<file path="src/rtl/fp_mul_norm_round_pipe.sv">
// fp_mul_norm_round_pipe
// Normalise, round-to-nearest-even and pack stage of the floating-point
// multiplier. It takes the raw mantissa product and the unbiased exponent
// sum and emits a packed {sign, biased exponent, fraction} word. Results
// that overflow become infinity, results that underflow are flushed to
// zero, and errored items can be forced to a canonical NaN. The output
// pipeline is 1 or 2 stages deep, uses valid/ready handshakes, and stalls
// every stage together when the output is held.
//
// Ports
//   clk, rstn              clock, synchronous active-low reset
//   in_valid / in_ready    input handshake (in_ready is combinational)
//   in_sign                product sign
//   in_man  [PW-1:0]       mantissa product 1.x*1.y, binary point below bit PW-2
//   in_exp  [EXP_W+1:0]    signed unbiased exponent sum
//   in_side [SIDE_W-1:0]   sideband, carried unchanged
//   in_err                 upstream error
//   out_valid / out_ready  output handshake
//   out_float              {sign, biased exponent, fraction}
//   out_side               sideband aligned with out_float
//   out_err                error carried through
//   out_ovf                result saturated to infinity
//   out_unf                result flushed to zero
module fp_mul_norm_round_pipe #(
    parameter int EXP_W   = 8,
    parameter int MAN_W   = 23,
    parameter int BIAS    = 127,
    parameter int STAGES  = 2,
    parameter int SIDE_W  = 32,
    parameter int ERR_NAN = 1
) (
    input  logic                 clk,
    input  logic                 rstn,
    input  logic                 in_valid,
    output logic                 in_ready,
    input  logic                 in_sign,
    input  logic [2*MAN_W+1:0]   in_man,
    input  logic [EXP_W+1:0]     in_exp,
    input  logic [SIDE_W-1:0]    in_side,
    input  logic                 in_err,
    output logic                 out_valid,
    input  logic                 out_ready,
    output logic [EXP_W+MAN_W:0] out_float,
    output logic [SIDE_W-1:0]    out_side,
    output logic                 out_err,
    output logic                 out_ovf,
    output logic                 out_unf
);

    localparam int PW = 2 * MAN_W + 2;
    localparam int FW = 1 + EXP_W + MAN_W;
    // Two bits of headroom beyond the exponent input so that the normalise
    // and rounding increments plus the bias can never wrap before the
    // range checks.
    localparam int BW = EXP_W + 4;

    localparam logic signed [BW-1:0] BIAS_S  = BW'(BIAS);
    localparam logic signed [BW-1:0] BE_MAX  = {{(BW-EXP_W){1'b0}}, {EXP_W{1'b1}}};
    localparam logic signed [BW-1:0] BE_ZERO = {BW{1'b0}};

    // Packs a rounded result into {word, ovf, unf}. Error outranks zero,
    // which outranks overflow, which outranks underflow.
    function automatic logic [FW+1:0] pack_fn(
        input logic                   sign,
        input logic [MAN_W-1:0]       frac,
        input logic signed [BW-1:0]   be,
        input logic                   zero,
        input logic                   err
    );
        logic [FW-1:0] word;
        logic          ovf;
        logic          unf;
        if (err && (ERR_NAN != 0)) begin
            word = {1'b0, {EXP_W{1'b1}}, {MAN_W{1'b1}}};
            ovf  = 1'b0;
            unf  = 1'b0;
        end else if (zero) begin
            word = {sign, {EXP_W{1'b0}}, {MAN_W{1'b0}}};
            ovf  = 1'b0;
            unf  = 1'b0;
        end else if (be >= BE_MAX) begin
            word = {sign, {EXP_W{1'b1}}, {MAN_W{1'b0}}};
            ovf  = 1'b1;
            unf  = 1'b0;
        end else if (be <= BE_ZERO) begin
            word = {sign, {EXP_W{1'b0}}, {MAN_W{1'b0}}};
            ovf  = 1'b0;
            unf  = 1'b1;
        end else begin
            word = {sign, be[EXP_W-1:0], frac};
            ovf  = 1'b0;
            unf  = 1'b0;
        end
        return {word, ovf, unf};
    endfunction

    // ------------------------------------------------------------------
    // Handshake: every stage advances together whenever the output slot
    // is empty or being drained.
    // ------------------------------------------------------------------
    logic out_valid_r;
    logic en_s;

    assign en_s     = out_ready | ~out_valid_r;
    assign in_ready = en_s;

    // ------------------------------------------------------------------
    // Normalise and round (combinational, from the input item)
    // ------------------------------------------------------------------
    logic                 norm_s;
    logic                 zero_s;
    logic [MAN_W-1:0]     frac_s;
    logic                 guard_s;
    logic                 sticky_s;
    logic                 round_up_s;
    logic [MAN_W:0]       frac_inc_s;
    logic [MAN_W-1:0]     frac_rnd_s;
    logic                 carry_s;
    logic signed [BW-1:0] exp_ext_s;
    logic signed [BW-1:0] norm_ext_s;
    logic signed [BW-1:0] carry_ext_s;
    logic signed [BW-1:0] be_s;

    // A set top bit means the product is in [2,4): the fraction window
    // starts one bit higher and the exponent gains one.
    assign norm_s = in_man[PW-1];
    assign zero_s = (in_man[PW-1 -: 2] == 2'b00);

    // Select fraction, guard and sticky from the window chosen by norm_s.
    always_comb begin
        frac_s   = {MAN_W{1'b0}};
        guard_s  = 1'b0;
        sticky_s = 1'b0;
        if (norm_s) begin
            frac_s   = in_man[PW-2 -: MAN_W];
            guard_s  = in_man[PW-2-MAN_W];
            sticky_s = |in_man[PW-3-MAN_W:0];
        end else begin
            frac_s   = in_man[PW-3 -: MAN_W];
            guard_s  = in_man[PW-3-MAN_W];
            sticky_s = |in_man[PW-4-MAN_W:0];
        end
    end

    assign round_up_s = guard_s & (sticky_s | frac_s[0]);
    assign frac_inc_s = {1'b0, frac_s} + {{MAN_W{1'b0}}, 1'b1};

    // Apply the nearest-even increment; an all-ones fraction wraps to zero
    // and carries into the exponent.
    always_comb begin
        frac_rnd_s = frac_s;
        carry_s    = 1'b0;
        if (round_up_s) begin
            frac_rnd_s = frac_inc_s[MAN_W-1:0];
            carry_s    = frac_inc_s[MAN_W];
        end else begin
            frac_rnd_s = frac_s;
            carry_s    = 1'b0;
        end
    end

    assign exp_ext_s   = {{2{in_exp[EXP_W+1]}}, in_exp};
    assign norm_ext_s  = {{(BW-1){1'b0}}, norm_s};
    assign carry_ext_s = {{(BW-1){1'b0}}, carry_s};
    assign be_s        = exp_ext_s + norm_ext_s + carry_ext_s + BIAS_S;

    // ------------------------------------------------------------------
    // Output register (shared by both depths)
    // ------------------------------------------------------------------
    logic [FW+1:0]     pk_s;
    logic              pk_valid_s;
    logic [SIDE_W-1:0] pk_side_s;
    logic              pk_err_s;
    logic [FW-1:0]     out_float_r;
    logic [SIDE_W-1:0] out_side_r;
    logic              out_err_r;
    logic              out_ovf_r;
    logic              out_unf_r;

    generate
        if (STAGES == 1) begin : g_one
            assign pk_s       = pack_fn(in_sign, frac_rnd_s, be_s, zero_s, in_err);
            assign pk_valid_s = in_valid;
            assign pk_side_s  = in_side;
            assign pk_err_s   = in_err;
        end else begin : g_two
            logic                 s1_valid_r;
            logic                 s1_sign_r;
            logic [MAN_W-1:0]     s1_frac_r;
            logic signed [BW-1:0] s1_be_r;
            logic                 s1_zero_r;
            logic                 s1_err_r;
            logic [SIDE_W-1:0]    s1_side_r;

            // Stage 1: hold the normalised and rounded fields of the accepted item.
            always_ff @(posedge clk) begin
                if (!rstn) begin
                    s1_valid_r <= 1'b0;
                    s1_sign_r  <= 1'b0;
                    s1_frac_r  <= {MAN_W{1'b0}};
                    s1_be_r    <= {BW{1'b0}};
                    s1_zero_r  <= 1'b0;
                    s1_err_r   <= 1'b0;
                    s1_side_r  <= {SIDE_W{1'b0}};
                end else if (en_s) begin
                    s1_valid_r <= in_valid;
                    s1_sign_r  <= in_sign;
                    s1_frac_r  <= frac_rnd_s;
                    s1_be_r    <= be_s;
                    s1_zero_r  <= zero_s;
                    s1_err_r   <= in_err;
                    s1_side_r  <= in_side;
                end
            end

            assign pk_s       = pack_fn(s1_sign_r, s1_frac_r, s1_be_r, s1_zero_r, s1_err_r);
            assign pk_valid_s = s1_valid_r;
            assign pk_side_s  = s1_side_r;
            assign pk_err_s   = s1_err_r;
        end
    endgenerate

    // Final stage: packed word, sideband and flags, held while stalled.
    always_ff @(posedge clk) begin
        if (!rstn) begin
            out_valid_r <= 1'b0;
            out_float_r <= {FW{1'b0}};
            out_side_r  <= {SIDE_W{1'b0}};
            out_err_r   <= 1'b0;
            out_ovf_r   <= 1'b0;
            out_unf_r   <= 1'b0;
        end else if (en_s) begin
            out_valid_r <= pk_valid_s;
            out_float_r <= pk_s[FW+1:2];
            out_side_r  <= pk_side_s;
            out_err_r   <= pk_err_s;
            out_ovf_r   <= pk_s[1];
            out_unf_r   <= pk_s[0];
        end
    end

    assign out_valid = out_valid_r;
    assign out_float = out_float_r;
    assign out_side  = out_side_r;
    assign out_err   = out_err_r;
    assign out_ovf   = out_ovf_r;
    assign out_unf   = out_unf_r;

endmodule

</file>
<file path="config.mk">
export PLATFORM = sky130hd
export DESIGN_NAME = fp_mul_norm_round_pipe
export DESIGN_NICKNAME = d
export VERILOG_FILES = /design/src/rtl/fp_mul_norm_round_pipe.sv
export SDC_FILE = /design/constraint.sdc
export NUM_CORES = 1
export LEC_CHECK = 0
export BUFFER_PORTS_ARGS = -buffer_cell sky130_fd_sc_hd__buf_4
export CAP_MARGIN = 20
export CORE_MARGIN = 2
export CORE_UTILIZATION = 25
export DETAILED_ROUTE_END_ITERATION = 12
export MAX_ROUTING_LAYER = met4
export SLEW_MARGIN = 15
export SYNTH_ARGS = -nofsm -noshare
export SYNTH_HDL_FRONTEND = slang
export SYNTH_SLANG_ARGS = --single-unit
</file>
<file path="constraint.sdc">
create_clock -name clk -period 4.8 [get_ports clk]
set_input_delay 0.96 -clock clk [delete_from_list [all_inputs] [get_ports clk]]
set_output_delay 0.96 -clock clk [all_outputs]
set_load 0.005 [all_outputs]
</file>
# --- After elaboration in Yosys (flattened, before gate mapping) ---
# Cells that the tools add are included.
word_totals:
  in_bits: 96
  wordCells: 42
  reg_bits: 139
op_classes:
  n_reduce_logical: 3
  n_addsub: 4
  muxes: 16
  magnitude_cmp: 2
  bitwise_logic: 4
ops:
  columns: ["cell", "n"]
  rows:
  - ["$mux 31", 3]
  - ["$mux 23", 2]
  - ["$mux 32", 1]
  - ["$add 23x1->24 const B", 1]
  - ["$reduce_or 23->1", 1]
  - ["$reduce_or 22->1", 1]
  - ["$add 11x2->12", 1]
  - ["$add 12x8->12 const B", 1]
  - ["$ge 12x9->1 const B", 1]
  - ["$le 12x1->1 const B", 1]
  - ["$add 10x2->11", 1]
  - ["$mux 1", 10]
  - ["$logic_not 2->1", 1]
  - ["$or 1x1->1", 2]
  - ["$and 1x1->1", 1]
  - ["$not 1->1", 1]

# --- Logic depth before layout (Yosys ltp) ---
# Gate-level depths: netlist of the first run.
depth:
  ltp_word: 7
  ltp_mapped: 19
  ltp_nobuf: 16

# --- Worst setup path after synthesis of the first run ---
# OpenSTA, ideal clock, no wires.
synth_timing:
  kind: "input -> register"
  from: "input port in_man[47]"
  to: "register g_two.s1_be_r[10]"
  required_time_ns: 4.683
  path_slack_ns: 0.797
  n_path_buf: 2
  path_stages: 18
  arrival_time_ns: 3.886
  path_cell_list: "buf_4 -> mux2_4 -> nand4_2 -> nor4_2 -> buf_4 -> nand3_1 -> ha_1 -> inv_1 -> ha_1 -> inv_1 -> fa_1 -> nor2b_1 -> o21ai_1 -> a21boi_0 -> o21a_1 -> o211a_1 -> o21ai_0 -> a32o_1"
synth_between:
  elab_chain_len: 6
  word_cells_on_any_way: 10
synth_rtl:
  columns: ["item", "line_no", "text"]
  rows:
  - ["start: declaration", "37", "input logic [2*MAN_W+1:0] in_man,"]
  - ["branches (longest 4 deep; another with $add 23x1->24)", null, null]
  - ["$add 11x2->12 *", "165", "assign be_s = exp_ext_s + norm_ext_s + carry_ext_s + BIAS_S;"]
  - ["$add 12x8->12 *", "165", null]
  - ["end signal: assignment", "201", "s1_be_r <= {BW{1'b0}};"]
  - ["end signal: assignment", "209", "s1_be_r <= be_s;"]
  - ["end: declaration", "190", "logic signed [BW-1:0] s1_be_r;"]
# Every way passes the cells marked *.
# A chain may end at the register's enable or synchronous reset.

# --- Worst setup path in the final report of the first run ---
# Same ends and word-level chain as after synthesis.

==> flow_summary.json, run 1 <==
{
  "status": "finished, final reports clean",
  "leakage_nw": 3.64,
  "numPortBuffers": 164,
  "synth_cell_types": 64,
  "antenna_cells": 0,
  "drv_slew": 0,
  "swShare": 0.263,
  "track_usage": 0.132,
  "synthArstFlopShare": 0,
  "h-tree-depth": 4,
  "start_util": 0.253,
  "clkPwrFrac": 0.446,
  "slew_headroom": 0.267,
  "die_h_um": 166,
  "drtAntennaViolNets": 0,
  "seqPwrFrac": 0.411,
  "fin_worst_skew_ps": 8.76,
  "gp_congestion": 0.853,
  "max-cap-violations": 0,
  "hold_viol_final": 0,
  "path_clk_slew_ps": 60,
  "vias_per_cell": 4.63,
  "die-area_sq_um": 27400,
  "clock.fmax_mhz": 246,
  "cts.repair.resized": 0,
  "ir_worst_vdd_mv": 0.235,
  "cp.required_ps": 5110,
  "hold_class": "reg2reg",
  "tightest_slew_ps": 1100,
  "post-dp-hpwl_um": 12500,
  "drive_gt1_frac": 0.241,
  "power_density_nw_per_um2": 365,
  "cts_buffer_depth": 2,
  "rsz0062_at_grt": "no",
  "drc_errors": 0,
  "crit_path_end_kind": "flip-flop",
  "ys_warn_count": 0,
  "fin_nets": 1054,
  "wl_per_cell_um": 13.7,
  "seq_area_frac_synth": 0.426,
  "seq_area_sq_um": 2780,
  "core_region_area_sq_um": 25800,
  "syn2layout_area_growth_pct": 32.2,
  "synth.avg_cell_area_sq_um": 8.00,
  "cts_hold_buf": 0,
  "clk_latency_ps": 420,
  "setup_viol": 0,
  "startpoint_type": "input pin",
  "antenna_found_initial": 0,
  "clock-sinks": 139,
  "wirelength_um": 17800,
  "tns_ps": 0,
  "ys_seq_elements": 139,
  "numCtsBuffers": 17,
  "dr.pass1.iters": 4,
  "postCtsSetupRepairBufs": 0,
  "p_sw_w": 0.000829,
  "critPathKind": "in2reg",
  "vias": 6002,
  "synth-edff-count": 0,
  "drt-initial-drc-count": 361,
  "finalPower_w": 0.00315,
  "min_period_over_period": 0.845,
  "synth_fp_nets": 923,
  "die_x_um": 166,
  "worstPathMaxFanout": 26,
  "root_buffer": "clkbuf_16",
  "syn_inst": 816,
  "hold_slack_ps": 449,
  "multi_input_area_sq_um": 3400,
  "comb_power_share": 0.143,
  "grt_pass1_vias": 5498,
  "crit_arrival_ps": 4370,
  "intPower_w": 0.00232,
  "fillCellCount": 2779,
  "cts_tree": "built",
  "row_count": 59,
  "grt_pass1_wl_um": 28200,
  "syn_area_sq_um": 6530,
  "grt-ovfl-total": 0,
  "grt_max_degree": 77,
  "synth_ff_type": "dfxtp_1",
  "finalCriticalPeriod_ps": 4060,
  "io_pins": 165
}
-- worst max-delay path, cell delays in order --
cell      delay, ps
buf_4           260
buf_4           250
mux2i_1         160
nor4b_4         440
nand3_1         200
ha_1            310
inv_1            60
ha_1            150
inv_1            60
fa_1            380
nor2b_1         160
o21ai_1          90
a21boi_0        240
o21a_1          180
o211a_1         170
o21ai_0         100
a32o_1          200
-- final cells by class --
class / count / area share
Clock inverter: 13 / 0.0209
Multi-Input combinational cell: 592 / 0.394
Inverter: 23 / 0.0103
Clock buffer: 19 / 0.0525
Timing Repair Buffer: 174 / 0.151
Tap cell: 335 / 0.0486
Sequential cell: 139 / 0.323
-- cells by family after synthesis --
group                      synth area share
and+or+nand+nor                       0.245
AOI/OAI and AO/OA                     0.175
DFF                                   0.426
buffers and inverters                0.0543
xor gates and xnor gates             0.0416
muxes                                0.0351
adders and majority gates            0.0222
-- metal layers --
layer,vias to the layer above,routed length [um],track usage
met5,-,0,-
met3,16,1130,0.0365
met1,2750,8520,0.172
li1,3087,-,-
met2,149,7930,0.201
met4,0,187,0.0400
-- worst paths after layout --
| path | startpoint | to | slack, ps | cells after the start |
|---|---|---|---|---|
| setup / recovery | in_man[47] | g_two.s1_be_r[10]$_SDFFE_PN0P_ | 740 | 17 |
| setup reg to reg | out_valid$_SDFFE_PN0P_ | out_float[4]$_SDFFE_PN0P_ | 2200 | 5 |
| hold / removal | g_two.s1_side_r[23]$_SDFFE_PN0P_ | out_side[23]$_SDFFE_PN0P_ | 450 | 2 |
| hold reg to reg | g_two.s1_side_r[23]$_SDFFE_PN0P_ | out_side[23]$_SDFFE_PN0P_ | 450 | 2 |
-- registers in the layout, indices dropped and copies added, names as in the netlist --
| name | count |
|---|---|
| g_two.s1_be_r | 12 |
| g_two.s1_err_r | 1 |
| g_two.s1_frac_r | 23 |
| g_two.s1_side_r | 32 |
| g_two.s1_sign_r | 1 |
| g_two.s1_valid_r | 1 |
| g_two.s1_zero_r | 1 |
| out_err | 1 |
| out_float | 32 |
| out_ovf | 1 |
| out_side | 32 |
| out_unf | 1 |
| out_valid | 1 |
-- synth_stat cells (all sizes together) (15+ instances only) --
cell type | n | area [sq um]
a21oi | 94 | 470
o21ai | 32 | 164
a221oi | 23 | 201
mux2i | 18 | 180
nor2 | 60 | 225
nor3 | 22 | 115
inv | 23 | 86.3
nand2 | 172 | 646
nand3 | 31 | 155
dfxtp | 139 | 2780
clkbuf | 51 | 194
xor2 | 15 | 131
xnor2 | 16 | 140
-- placed cells by master (no fill, tap or decap), types with 6 or more instances in the layout --
cell type    n
nor3_1      21
o21ai_1      7
a21oi_1     94
ha_1        10
nand2_1    172
and2_1       6
a211oi_1    11
inv_1       21
nor2_1      60
mux2i_1     18
nor4_1       8
nand3_1     31
xor2_1      15
clkbuf_16   17
o21ai_0     24
buf_4      174
nor2b_1      6
dfxtp_1    139
xnor2_1     16
a221oi_1    23
-- metrics by stage --
stage	worst slack (ps)	area (sq um)	instances	util
after global routing	481	8630	1295	0.334
after detailed placement	358	7990	1263	0.309
after global placement	423	7990	1263	0.309
final	742	8630	1295	0.334
after floorplan	797	6530	816	-
after CTS	790	8630	1295	0.334
-- power by group through the flow --
stage | Clock, W | Sequential [W] | Combinational, W
floorplan | 0 | 0.00131 | 0.000258
global placement | 0 | 0.00132 | 0.000450
detailed placement | 0 | 0.00132 | 0.000455
CTS | 0.00144 | 0.00129 | 0.000456
global route | 0.00149 | 0.00130 | 0.000503
finish | 0.00140 | 0.00129 | 0.000450
(Power assumes the default switching activity.)
==> inputs of run 2 (changes only) <==
Settings changed: ABC_AREA from default to 1.
Clock period 4.8 ns to 3.8 ns, I/O delays scaled along.
==> run 2 against run 1 <==
Against the previous run:
- die area up 6.7%
- routed wire length up 10%
- critical path type unchanged
- combinational power up 60%
- largest power group unchanged
- sequential share of layout area down 2.9 points
- worst hold slack better by 5.6 ps
==> flow_summary.json, run 2 <==
{
  "rsz0062_at_grt": "no",
  "ys_warn_count": 0,
  "finalCriticalPeriod_ps": 3510,
  "dr.pass1.iters": 4,
  "clock-sinks": 139,
  "mostFrequentLayoutCells": "216 x buf_4, 175 x nand2_1, 168 x nor2_1",
  "finalPower_w": 0.00414,
  "gp_congestion": 0.836,
  "path_clk_slew_ps": 60,
  "drv_slew": 0,
  "syn_inst": 1000,
  "synthArstFlopShare": 0,
  "post-dp-hpwl_um": 14300,
  "drtAntennaViolNets": 0,
  "syn_area_sq_um": 6970,
  "synth_area_leader_cell": "dfxtp_1",
  "leakage_nw": 4.61,
  "vias_per_cell": 4.30,
  "numPortBuffers": 164,
  "place_area_sq_um": 8850,
  "wl_per_cell_um": 12.5,
  "critPathKind": "in2reg",
  "synth.most_common_cell": "nand2_1",
  "ys_seq_elements": 139,
  "wirelength_um": 19600,
  "core_region_area_sq_um": 27600,
  "cts_buffer_depth": 2,
  "startpoint_type": "input pin",
  "slew_headroom": 0.298,
  "max-cap-violations": 0,
  "grt-ovfl-total": 0,
  "drc_errors": 0,
  "fin_worst_skew_ps": 8.54,
  "crit_arrival_ps": 3820,
  "cts_tree": "built",
  "cts_hold_buf": 0,
  "hold_class": "reg2reg",
  "slowest_delay_ps": 370,
  "crit_path_end_kind": "flip-flop",
  "synth-edff-count": 0,
  "worstPathMaxFanout": 15,
  "setup_viol": 0,
  "drt-initial-drc-count": 402,
  "io_pins": 165,
  "drive_gt1_frac": 0.264,
  "crit_top_cell": "inv_1",
  "postCtsSetupRepairBufs": 0,
  "final_common_cell": "buf_4",
  "root_buffer": "clkbuf_16",
  "synth_cell_types": 40,
  "antenna_found_initial": 1,
  "min_period_over_period": 0.924,
  "vias": 6757,
  "slowest_stage": "fa_1",
  "synth_ff_type": "dfxtp_1",
  "clock.fmax_mhz": 285,
  "h-tree-depth": 4,
  "tightest_slew_ps": 1050,
  "row_count": 61,
  "stdcell_area_sq_um": 9480,
  "hold_viol_final": 0,
  "track_usage": 0.140,
  "grt_max_degree": 127,
  "synth.avg_cell_area_sq_um": 6.97,
  "grt_pass1_wl_um": 31800,
  "clk_latency_ps": 420,
  "crit_chain": "buf_4 -> buf_4 -> o21ai_2 -> inv_1 -> nor2_4 -> nand2_1 -> inv_1 -> nand2_2 -> nor2_4 -> nand2_2 -> nor2_1 -> nand3_1 -> ha_1 -> inv_1 -> ha_1 -> inv_1 -> fa_1 -> nand3b_1 -> nand2_1 -> a21oi_1 -> o21ai_0 -> xor2_1 -> o21bai_1 -> inv_1",
  "fin_nets": 1286,
  "multi_input_area_sq_um": 3490,
  "die_h_um": 171,
  "grt_pass1_vias": 6375,
  "start_util": 0.252,
  "die_x_um": 171,
  "yosysTopAreaCellShare": 0.399,
  "netlist_top_cells_area": "dfxtp_1 40%, nand2_1 9.4%, nor2_1 9.1%",
  "numCtsBuffers": 17,
  "cp.required_ps": 4110,
  "power_density_nw_per_um2": 436,
  "cts.repair.resized": 0,
  "seq_area_frac_synth": 0.399,
  "die-area_sq_um": 29200,
  "seq_area_sq_um": 2780,
  "syn2layout_area_growth_pct": 36.0,
  "synth_fp_nets": 1107,
  "status": "finished, final reports clean",
  "fillCellCount": 3028,
  "ir_worst_vdd_mv": 0.269,
  "synth_commonest_cells": "175 x nand2_1, 169 x nor2_1, 139 x dfxtp_1"
}
## run 2: changes by cell type in the layout (fill, tap and decap cells not counted), moves of 17 or more
cell,delta
mux2i_1,-18
nand2_2,+17
nand4_1,+28
a21oi_1,-70
inv_1,+83
nor2_1,+108
a31oi_1,+30
o21ai_0,+82
a221oi_1,-23
nor3_1,-20
buf_4,+42
## run 2: per-layer routing
layer  share of wire  wire, um  GRT usage
met4          0.0099       193     0.0365
met5               0         0          -
met2            0.49      9620      0.238
met3           0.042       813     0.0252
met1            0.46      8940      0.170
## run 2: per-stage QoR
step / TNS, ps / hold slack, ps / util / setup slack [ps] / std cells
final: 0 / 455 / 0.343 / 287 / 1571
after global routing: 0 / 485 / 0.343 / 1.69 / 1571
after CTS: 0 / 459 / 0.343 / 313 / 1570
after detailed placement: -232 / 449 / 0.320 / -129 / 1538
after global placement: -88.9 / 440 / 0.320 / -66.2 / 1538
after floorplan: 0 / 430 / - / 113 / 1000
## run 2: final timing paths
path,depth (start not counted),startpoint,slack [ps],end
worst max-delay path,24,in_man[47],290,g_two.s1_be_r[8]$_SDFFE_PN0P_
worst min-delay path,2,g_two.s1_valid_r$_SDFFE_PN0P_,450,g_two.s1_valid_r$_SDFFE_PN0P_
worst max register to register,6,g_two.s1_be_r[8]$_SDFFE_PN0P_,1510,out_float[18]$_SDFFE_PN0P_
worst min register to register,2,g_two.s1_valid_r$_SDFFE_PN0P_,450,g_two.s1_valid_r$_SDFFE_PN0P_
## run 2: area by class of cell
class	count	area share
timing repair buffer	219	0.177
inverter	112	0.0453
clock inverter	15	0.0211
antenna	1	0.000264
multi-input combinational	690	0.368
sequential	139	0.294
clock buffer	17	0.0449
tap	378	0.0499
## run 2: worst max-delay path: cells and delay by family
family                   cells  cell delay [ps]
buffers and inverters        7              690
XOR/XNOR                     1              120
AND/OR/NAND/NOR              9              830
AO/OA/AOI/OAI                4              640
adder cells (fa/ha/maj)      3              790
## run 2: power by group
group | switching, W | total [W] | leakage (nW) | internal, W
sequential | 0.0000657 | 0.00165 | 1.15 | 0.00158
clock | 0.000709 | 0.00177 | 0.302 | 0.00106
combinational | 0.000391 | 0.000719 | 3.16 | 0.000328
total | 0.00117 | 0.00414 | 4.61 | 0.00297
## run 2: cells by family (layout without fill, tap and decap cells)
logic type	count (synthesis)	in the layout	synth area share
AND/OR/NAND/NOR	467	467	0.300
buffers and inverters	171	363	0.102
XOR/XNOR	14	14	0.0176
flip-flops	139	139	0.399
AO/OA/AOI/OAI	198	198	0.160
other	0	1	0
adder cells (fa/ha/maj)	11	11	0.0208
==> inputs of run 3 (changes only) <==
Settings changed: BUFFER_PORTS_ARGS -buffer_cell sky130_fd_sc_hd__buf_4 to -buffer_cell sky130_fd_sc_hd__buf_2, CELL_PAD_IN_SITES_DETAIL_PLACEMENT from default to 0, CELL_PAD_IN_SITES_GLOBAL_PLACEMENT from default to 1, PLACE_DENSITY_LB_ADDON from default to 0.1.
==> run 3 against run 2 <==
Against the previous run:
- sequential cell count unchanged
- global-route usage grew 1.2 points
- final area fell by 4.1%
- worst setup slack improved by 17 ps
- non-clock buffer count increased by 14
- clock power shrank 9%
- final cell count is 0.83% higher
- register-to-register slack improved by 180 ps
- clock skew increased by 4.9 ps
==> flow_summary.json, run 3 (synthesis gave the netlist of run 2 again) <==
{
  "status": "finished, final reports clean",
  "antenna_found_initial": 0,
  "finalPower_w": 0.00394,
  "intPower_w": 0.00274,
  "slowest_stage": "fa_1",
  "drv_slew": 0,
  "leakage_nw": 4.55,
  "p_sw_w": 0.00120,
  "cts_tree": "built",
  "core_region_area_sq_um": 27600,
  "seqPwrFrac": 0.417,
  "crit_path_end_kind": "flip-flop",
  "tns_ps": 0,
  "critPathKind": "in2reg",
  "antenna_cells": 0,
  "swShare": 0.305,
  "crit_arrival_ps": 3810,
  "crit_top_cell": "inv_1",
  "grt_max_degree": 101,
  "die-area_sq_um": 29200,
  "wirelength_um": 20800,
  "die_x_um": 171,
  "clk_latency_ps": 430,
  "wl_per_cell_um": 13.1,
  "place_area_sq_um": 8530,
  "grt-ovfl-total": 0,
  "stdcell_area_sq_um": 9090,
  "cts_buffer_depth": 2,
  "fin_nets": 1300,
  "die_h_um": 171,
  "ir_worst_vdd_mv": 0.303,
  "gp_congestion": 0.768,
  "syn2layout_area_growth_pct": 30.4,
  "setup_viol": 0,
  "drtAntennaViolNets": 0,
  "placed_cells": 1552,
  "power_density_nw_per_um2": 433,
  "clock.fmax_mhz": 286,
  "io_pins": 165,
  "track_usage": 0.151,
  "drt-initial-drc-count": 332,
  "grt_pass1_vias": 6411,
  "hold_viol_final": 0,
  "root_buffer": "clkbuf_16",
  "finalCriticalPeriod_ps": 3500,
  "dr.pass1.iters": 4,
  "setup_ws_ps": 304,
  "max-cap-violations": 0,
  "path_buf_inv": 8,
  "rsz0062_at_grt": "no",
  "place_ws_ps": -260,
  "vias": 6698,
  "clock-sinks": 139,
  "drc_errors": 0,
  "comb_power_share": 0.173,
  "fin_worst_skew_ps": 13.4,
  "cts_hold_buf": 0,
  "final_common_cell": "nand2_1",
  "h-tree-depth": 4,
  "min_period_over_period": 0.920,
  "numPortBuffers": 164,
  "vias_per_cell": 4.23,
  "path_clk_slew_ps": 70,
  "numCtsBuffers": 17,
  "hold_class": "reg2reg",
  "grt_pass1_wl_um": 34000,
  "cp.required_ps": 4120,
  "row_count": 61,
  "startpoint_type": "input pin",
  "tightest_slew_ps": 980,
  "slowest_delay_ps": 380,
  "crit_family": "simple AND/OR/NAND/NOR gates",
  "worstPathMaxFanout": 13,
  "slew_headroom": 0.347,
  "drive_gt1_frac": 0.274,
  "post-dp-hpwl_um": 15100,
  "start_util": 0.252,
  "clkPwrFrac": 0.409,
  "mostFrequentLayoutCells": "175 x nand2_1, 167 x nor2_1, 163 x buf_2",
  "instances_no_fill": 1584
}
run 3: cell types whose count changed in the layout (fill, tap and decap cells not counted), moves of 2 or more:
cell	before	now
inv_6	6	8
bufinv_16	3	0
buf_2	0	163
buf_4	216	68
buf_12	3	1
inv_8	4	6
run 3: path summary, 6_finish.rpt:
kind / to / cells past startpoint / start / slack (ps)
worst max register to register: out_float[16]$_SDFFE_PN0P_ / 7 / g_two.s1_be_r[8]$_SDFFE_PN0P_ / 1690
worst min-delay path: out_ovf$_SDFFE_PN0P_ / 2 / out_ovf$_SDFFE_PN0P_ / 460
worst min register to register: out_ovf$_SDFFE_PN0P_ / 2 / out_ovf$_SDFFE_PN0P_ / 460
worst max-delay path: g_two.s1_be_r[6]$_SDFFE_PN0P_ / 26 / in_man[47] / 300
run 3: power groups by stage:
stage,Combinational [W],Clock [W],Sequential [W]
final,0.000682,0.00161,0.00164
after global routing,0.000787,0.00173,0.00166
after CTS,0.000699,0.00167,0.00165
after detailed placement,0.000697,0,0.00168
after global placement,0.000698,0,0.00168
after floorplan,0.000397,0,0.00167
run 3: timing repair:
item	4_1_cts	5_1_grt
gates resized for setup	0	2
setup endpoints to repair	0	2
buffers inserted	0	0
run 3: layout make-up:
type                    instances  area (sq um)
repair buffers                233          1350
clock inverters                15           139
fillers                      3147         18500
flip-flops and latches        139          2780
clock buffers                  17           425
well taps                     378           473
multi-input cells             690          3490
inverters                     112           430
run 3: worst reg2reg max path, delay by kind of cell, from the launching register on:
kind / cells / cell delay (ps)
AND/OR/NAND/NOR: 4 / 1100
AO/OA/AOI/OAI: 2 / 320
buffers and inverters: 1 / 320
flip-flops: 1 / 310
run 3: per-layer routing:
layer  vias up  global-route usage  wire length [um]
li1       3625                   -                 -
met1      2942               0.197             10200
met2       108               0.243              9670
met3        23              0.0254               595
met4         0              0.0405               291
met5         -                   -                 0
run 3: metrics by stage:
step | hold slack, ps | utilization
2_1_floorplan | 430 | -
3_3_place_gp | 455 | 0.309
3_5_place_dp | 454 | 0.309
4_1_cts | 465 | 0.329
5_1_grt | 477 | 0.329
6_report | 462 | 0.329
